**src/rtl/exc_seq.sv**
```systemverilog
// Exception/interrupt sequencer: CP0 SR/Cause/EPC/PRId, trap/return decision on the MEM-stage instruction.
// Latency: kill_M combinational in the detect cycle; exception/eret/flush a registered one-cycle pulse the cycle after.
// Backpressure: none; MEM inputs are ignored for the one redirect cycle. Optional macro: EXC_SEQ_BD_EPC_EN.
module exc_seq #(
    parameter logic [31:0] PRID = 32'h2017_1205
) (
    input  logic        clk,
    input  logic        reset,
    input  logic        valid_M,
    input  logic [31:0] pc_M,
    input  logic        bd_M,
    input  logic [4:0]  exc_M,
    input  logic        eret_M,
    input  logic        cp0_we,
    input  logic [4:0]  cp0_addr,
    input  logic [31:0] cp0_wdata,
    input  logic [5:0]  hw_int,
    output logic [31:0] cp0_rdata,
    output logic        kill_M,
    output logic        exception,
    output logic        eret,
    output logic [31:0] epc,
    output logic        flush
);

    typedef enum logic [1:0] {
        S_RUN  = 2'd0,
        S_TRAP = 2'd1,
        S_RET  = 2'd2
    } state_t;

    state_t      state_q, state_d;

    // CP0 architectural state
    logic [5:0]  im_q;
    logic        exl_q;
    logic        ie_q;
    logic        bd_q;
    logic [4:0]  code_q;
    logic [31:0] epc_q;

    // Two-flop synchronizer for the asynchronous interrupt lines; ip_q is Cause.IP
    logic [5:0]  int_s1_q;
    logic [5:0]  ip_q;

    logic        mem_live;
    logic        int_req;
    logic        take_int;
    logic        take_exc;
    logic        take_trap;
    logic        take_ret;
    logic        do_mtc0;
    logic [4:0]  trap_code;
    logic [31:0] cap_pc;
    logic        bd_in;

    // Only a real instruction seen in RUN can trap or return; reset masks the combinational kill
    assign mem_live  = (state_q == S_RUN) && valid_M && !reset;
    assign int_req   = ie_q && !exl_q && (|(ip_q & im_q));
    assign take_int  = mem_live && int_req;
    assign take_exc  = mem_live && !int_req && (exc_M != 5'd0);
    assign take_trap = take_int || take_exc;
    assign take_ret  = mem_live && !take_trap && eret_M;
    // A redirect in the same cycle swallows the mtc0, as the instruction is being killed
    assign do_mtc0   = (state_q == S_RUN) && cp0_we && !take_trap && !take_ret;
    assign trap_code = take_int ? 5'd0 : exc_M;

`ifdef EXC_SEQ_BD_EPC_EN
    // Point EPC at the branch so the return re-executes it
    assign cap_pc = bd_M ? (pc_M - 32'd4) : pc_M;
    assign bd_in  = bd_M;
`else
    logic unused_bd;
    assign unused_bd = bd_M;
    assign cap_pc    = pc_M;
    assign bd_in     = 1'b0;
`endif

    // Synchronize hw_int into the Cause.IP field
    always_ff @(posedge clk or posedge reset) begin
        if (reset) begin
            int_s1_q <= 6'd0;
            ip_q     <= 6'd0;
        end else begin
            int_s1_q <= hw_int;
            ip_q     <= int_s1_q;
        end
    end

    // CP0 register updates: trap capture, return EXL clear, or mtc0 write
    always_ff @(posedge clk or posedge reset) begin
        if (reset) begin
            im_q   <= 6'd0;
            exl_q  <= 1'b0;
            ie_q   <= 1'b0;
            bd_q   <= 1'b0;
            code_q <= 5'd0;
            epc_q  <= 32'd0;
        end else if (take_trap) begin
            exl_q  <= 1'b1;
            code_q <= trap_code;
            bd_q   <= bd_in;
            epc_q  <= cap_pc;
        end else if (take_ret) begin
            exl_q  <= 1'b0;
        end else if (do_mtc0) begin
            case (cp0_addr)
                5'd12: begin
                    im_q  <= cp0_wdata[15:10];
                    exl_q <= cp0_wdata[1];
                    ie_q  <= cp0_wdata[0];
                end
                5'd14:   epc_q <= cp0_wdata;
                default: ;
            endcase
        end
    end

    // State register
    always_ff @(posedge clk or posedge reset) begin
        if (reset) begin
            state_q <= S_RUN;
        end else begin
            state_q <= state_d;
        end
    end

    // Next state: redirect states last exactly one cycle
    always_comb begin
        state_d = state_q;
        case (state_q)
            S_RUN: begin
                if (take_trap) begin
                    state_d = S_TRAP;
                end else if (take_ret) begin
                    state_d = S_RET;
                end
            end
            S_TRAP:  state_d = S_RUN;
            S_RET:   state_d = S_RUN;
            default: state_d = S_RUN;
        endcase
    end

    // Outputs: redirect pulses decode the state, kill follows the trap decision
    always_comb begin
        exception = (state_q == S_TRAP);
        eret      = (state_q == S_RET);
        flush     = (state_q == S_TRAP) || (state_q == S_RET);
        kill_M    = take_trap;
    end

    // mfc0 read mux, pre-edge values only
    always_comb begin
        cp0_rdata = 32'd0;
        case (cp0_addr)
            5'd12:   cp0_rdata = {16'd0, im_q, 8'd0, exl_q, ie_q};
            5'd13:   cp0_rdata = {bd_q, 15'd0, ip_q, 3'd0, code_q, 2'd0};
            5'd14:   cp0_rdata = epc_q;
            5'd15:   cp0_rdata = PRID;
            default: cp0_rdata = 32'd0;
        endcase
    end

    assign epc = epc_q;

endmodule
```
**config.mk**
```make
export PLATFORM = sky130hd
export DESIGN_NAME = exc_seq
export DESIGN_NICKNAME = d
export VERILOG_FILES = /design/src/rtl/exc_seq.sv
export SDC_FILE = /design/constraint.sdc
export NUM_CORES = 1
export LEC_CHECK = 0
export ABC_AREA = 1
export CAP_MARGIN = 15
export CELL_PAD_IN_SITES_DETAIL_PLACEMENT = 2
export CELL_PAD_IN_SITES_GLOBAL_PLACEMENT = 2
export CORE_UTILIZATION = 22
export DETAILED_ROUTE_END_ITERATION = 16
export HOLD_SLACK_MARGIN = 0.03
export PLACE_DENSITY = 0.92
export RECOVER_POWER = 100
export SLEW_MARGIN = 10
export SYNTH_ARGS = -nofsm -noshare
export SYNTH_HDL_FRONTEND = slang
export SYNTH_SLANG_ARGS = --single-unit
```
**constraint.sdc**
```tcl
create_clock -name clk -period 1.9 [get_ports clk]
set_input_delay 0.285 -clock clk [delete_from_list [all_inputs] [get_ports clk]]
set_output_delay 0.285 -clock clk [all_outputs]
set_load 0.02 [all_outputs]
```
==> results of run 1 <==
-- power breakdown --
| part | internal [mW] | leakage, nW | total, mW | switching [mW] |
|---|---|---|---|---|
| registers | 1.73 | 0.723 | 2.02 | 0.293 |
| logic | 1.95 | 2.15 | 4.35 | 2.39 |
| clock network | 1.31 | 0.169 | 1.91 | 0.593 |
-- metal layers --
| layer | global-route usage | up-vias |
|---|---|---|
| li1 | - | 1693 |
| met5 | 0 | - |
| met4 | 0.0881 | 0 |
| met2 | 0.403 | 122 |
| met1 | 0.211 | 1808 |
| met3 | 0.0348 | 30 |
-- sequential cells by signal, summed over array words and instances, names as in the netlist --
name      cells
exl_q         1
code_q        5
epc          32
state_q       2
ip_q          6
ie_q          1
im_q          6
int_s1_q      6
-- cell type report --
class / instances / area share
clock buffer: 11 / 0.0398
multi-input combinational: 277 / 0.279
clock inverter: 5 / 0.0164
sequential: 59 / 0.242
tap: 184 / 0.0377
timing repair buffer: 212 / 0.350
inverter: 57 / 0.0359
-- kinds of logic (layout without fill, tap and decap cells) --
group	count (synthesis)	in the layout	synth area share
DFF	59	59	0.452
buffers and inverters	74	285	0.102
adders and majority gates	3	3	0.0115
AOI/OAI and AO/OA	70	70	0.161
and+or+nand+nor	204	204	0.273
-- worst max-delay path, stage by stage (launching register included) --
cell and delay, ns:
dfrtp_1 0.39, inv_2 0.10, ha_4 0.16, nand2_4 0.06
buf_6 0.12, nor3_4 0.15, nand2_2 0.12, nand2_4 0.12
buf_6 0.12
-- repair_timing --
| action | in CTS | in global routing |
|---|---|---|
| endpoints found under the setup margin | 76 | 75 |
| cloned | 5 | 4 |
| pin swaps | 9 | 16 |
| gates resized for setup | 213 | 57 |
| setup buffers | 12 | 8 |
-- cell usage in the layout (no fill, tap or decap), types with 2 or more instances in the layout --
| cell type | netlist | layout |
|---|---|---|
| o221ai_1 | 4 | 2 |
| dfrtp_1 | 59 | 59 |
| nor2_4 | 0 | 5 |
| bufinv_16 | 0 | 3 |
| o22ai_1 | 5 | 3 |
| o21ai_1 | 4 | 8 |
| nand2_1 | 137 | 123 |
| buf_4 | 1 | 41 |
| nand3_1 | 5 | 4 |
| dlygate4sd2_1 | 0 | 3 |
| buf_2 | 6 | 19 |
| nand2_4 | 1 | 20 |
| buf_8 | 0 | 3 |
| nor2_1 | 20 | 18 |
| inv_4 | 0 | 2 |
| inv_2 | 1 | 4 |
| dlygate4sd3_1 | 0 | 6 |
| ha_1 | 3 | 2 |
| nand2_2 | 34 | 29 |
| o21ai_2 | 28 | 35 |
| inv_1 | 56 | 51 |
| dlymetal6s2s_1 | 0 | 4 |
| o221ai_2 | 0 | 2 |
| clkinv_2 | 0 | 2 |
| o22ai_2 | 0 | 2 |
| clkdlybuf4s50_1 | 0 | 105 |
| o211ai_1 | 3 | 3 |
| buf_16 | 0 | 4 |
| buf_6 | 6 | 16 |
| buf_12 | 0 | 6 |
| a31oi_1 | 2 | 2 |
| clkbuf_16 | 0 | 12 |
| o21ai_0 | 18 | 7 |
-- worst max-delay path by stage --
stage | from | end | slack (ns) | cells after the start
detailed placement | cp0_addr[0] | cp0_rdata[13] | -0.62 | 8
CTS | state_q[0]$_DFFE_PP0P_ | kill_M | -0.06 | 8
global placement | cp0_addr[3] | cp0_rdata[14] | -0.48 | 9
finish | state_q[1]$_DFFE_PP0P_ | kill_M | -0.07 | 8
global route | state_q[1]$_DFFE_PP0P_ | kill_M | -0.12 | 8
floorplan | state_q[0]$_DFFE_PP0P_ | epc[1]$_DFFE_PP0P_ | 0.12 | 10
-- stage by stage --
step                utilization  cells
floorplan                     -    410
global placement          0.359    763
detailed placement        0.359    763
CTS                       0.402    796
global route              0.420    805
finish                    0.420    805
==> out/metrics.cfg, run 1 <==
[status]
status=complete, but fails checks
failed_checks=DRC, setup timing

[timing]
tns_ns=-0.286
finalCriticalPeriod_ns=1.97
drv_slew=0
post-route-period-util=1.03
worst_pin_slew_ns=1.07
hold_slack_ns=0.349
hold_viol_final=0
finalSetupViolCount=15
slew_headroom=0.289
rsz0062_at_grt=true
fin_ws_ns=-0.0655
finClkSkew_ns=0.0105
fmax_ghz=0.509

[routing]
drt-initial-drc-count=90
vias=3653
met1Wirelength_um=5940
post_drt_via_cell_ratio=4.54
drcViolationCount=2
route.met3.wl_um=722
top_layer=met4
ant_nets=0
wire_per_inst_um=19.9
drt_pass1_iterations=10
wl_met2_um=8990
finalWirelength_um=16100

[placement]
gp_congestion=0.796
post-place-ws_ns=-0.622
io_buffers=152
place_area_mm2=0.00522
dp_hpwl_um=10600

[clocking]
clockBufferDepth=2
cts_tree=built
cts_max_level=3
clock-root-buffer=clkbuf_16
hold_buffers=0
cts_buffers=9
clock_sinks=59
clock_latency_ns=0.33
clkSlewWorstSetupHoldPaths_ns=0.06

[worst_setup_path]
r2r_cells=14
critical_path_arrival_ns=1.68
start_kind=flip-flop
required_ns=1.62
critical_path_class=flip-flop to output pin
r2r_start=state_q[0]$_DFFE_PP0P_
r2r-end=epc[24]$_DFFE_PP0P_
worstPathMaxFanout=4
r2r_setup_slack_ns=-0.04
cp-end-kind=output pin

[die]
die_w_um=124
io_pins=154
core_mm2=0.0145
design.die.area_mm2=0.0153
start_util=0.225
rows=44
die_h_um=124

[global_routing]
grtUsageTotal=0.205
overflow=0
grt_first_pass_wirelength_um=22900
antenna_found_initial=0
grt_start_max_net_pins=42
grt_pass1_vias=4239

[min_path]
hp-start=int_s1_q[3]$_DFF_PP0_
hold_depth=0
min_to=ip_q[3]$_DFF_PP0_
hp-class=flip-flop to flip-flop

[logic_synthesis]
synth_warnings=0
synth_edf_count=0
synthMostInstantiatedCell=nand2_1
synth-seq-cells=59
syn_inst=410
synth_cell_type_count=30
ys_top_cells_by_count=137 x nand2_1, 59 x dfrtp_1, 56 x inv_1, 34 x nand2_2, 28 x o21ai_2
syn_avg_cell_area_um2=7.97
synth_top_area_cell=dfrtp_1
synth_flop_cell=dfrtp_1
ys_top_cells_by_area=dfrtp_1 45%, nand2_1 16%, o21ai_2 7.5%, nand2_2 6.5%, inv_1 6.4%
synth_top_area_share=0.452
ys_async_sr_fraction=1.00
seq_area_frac_synth=0.452
synth_area_mm2=0.00327
synthesis.nets=499

[layout]
seq_area_mm2=0.00148
multi_input_area_mm2=0.00170
fin_nets=705
nFillCells=1616
syn_to_final_growth_pct=86.8
drive_gt1_frac=0.345
final_area_mm2=0.00610
antenna_cells=0

[power]
finalPower_mw=8.27
p_per_area_mw_per_mm2=1360
ir_drop_uv=512
p_leak_nw=3.04

[run]
maxCapViolCount=0

(Power assumes the default switching activity.)
==> run 2: changes to the inputs <==
Settings changed: CTS_CLUSTER_DIAMETER set to 40.
==> results of run 2 <==
Final layout, timing and power as in run 1 (identical DEF).
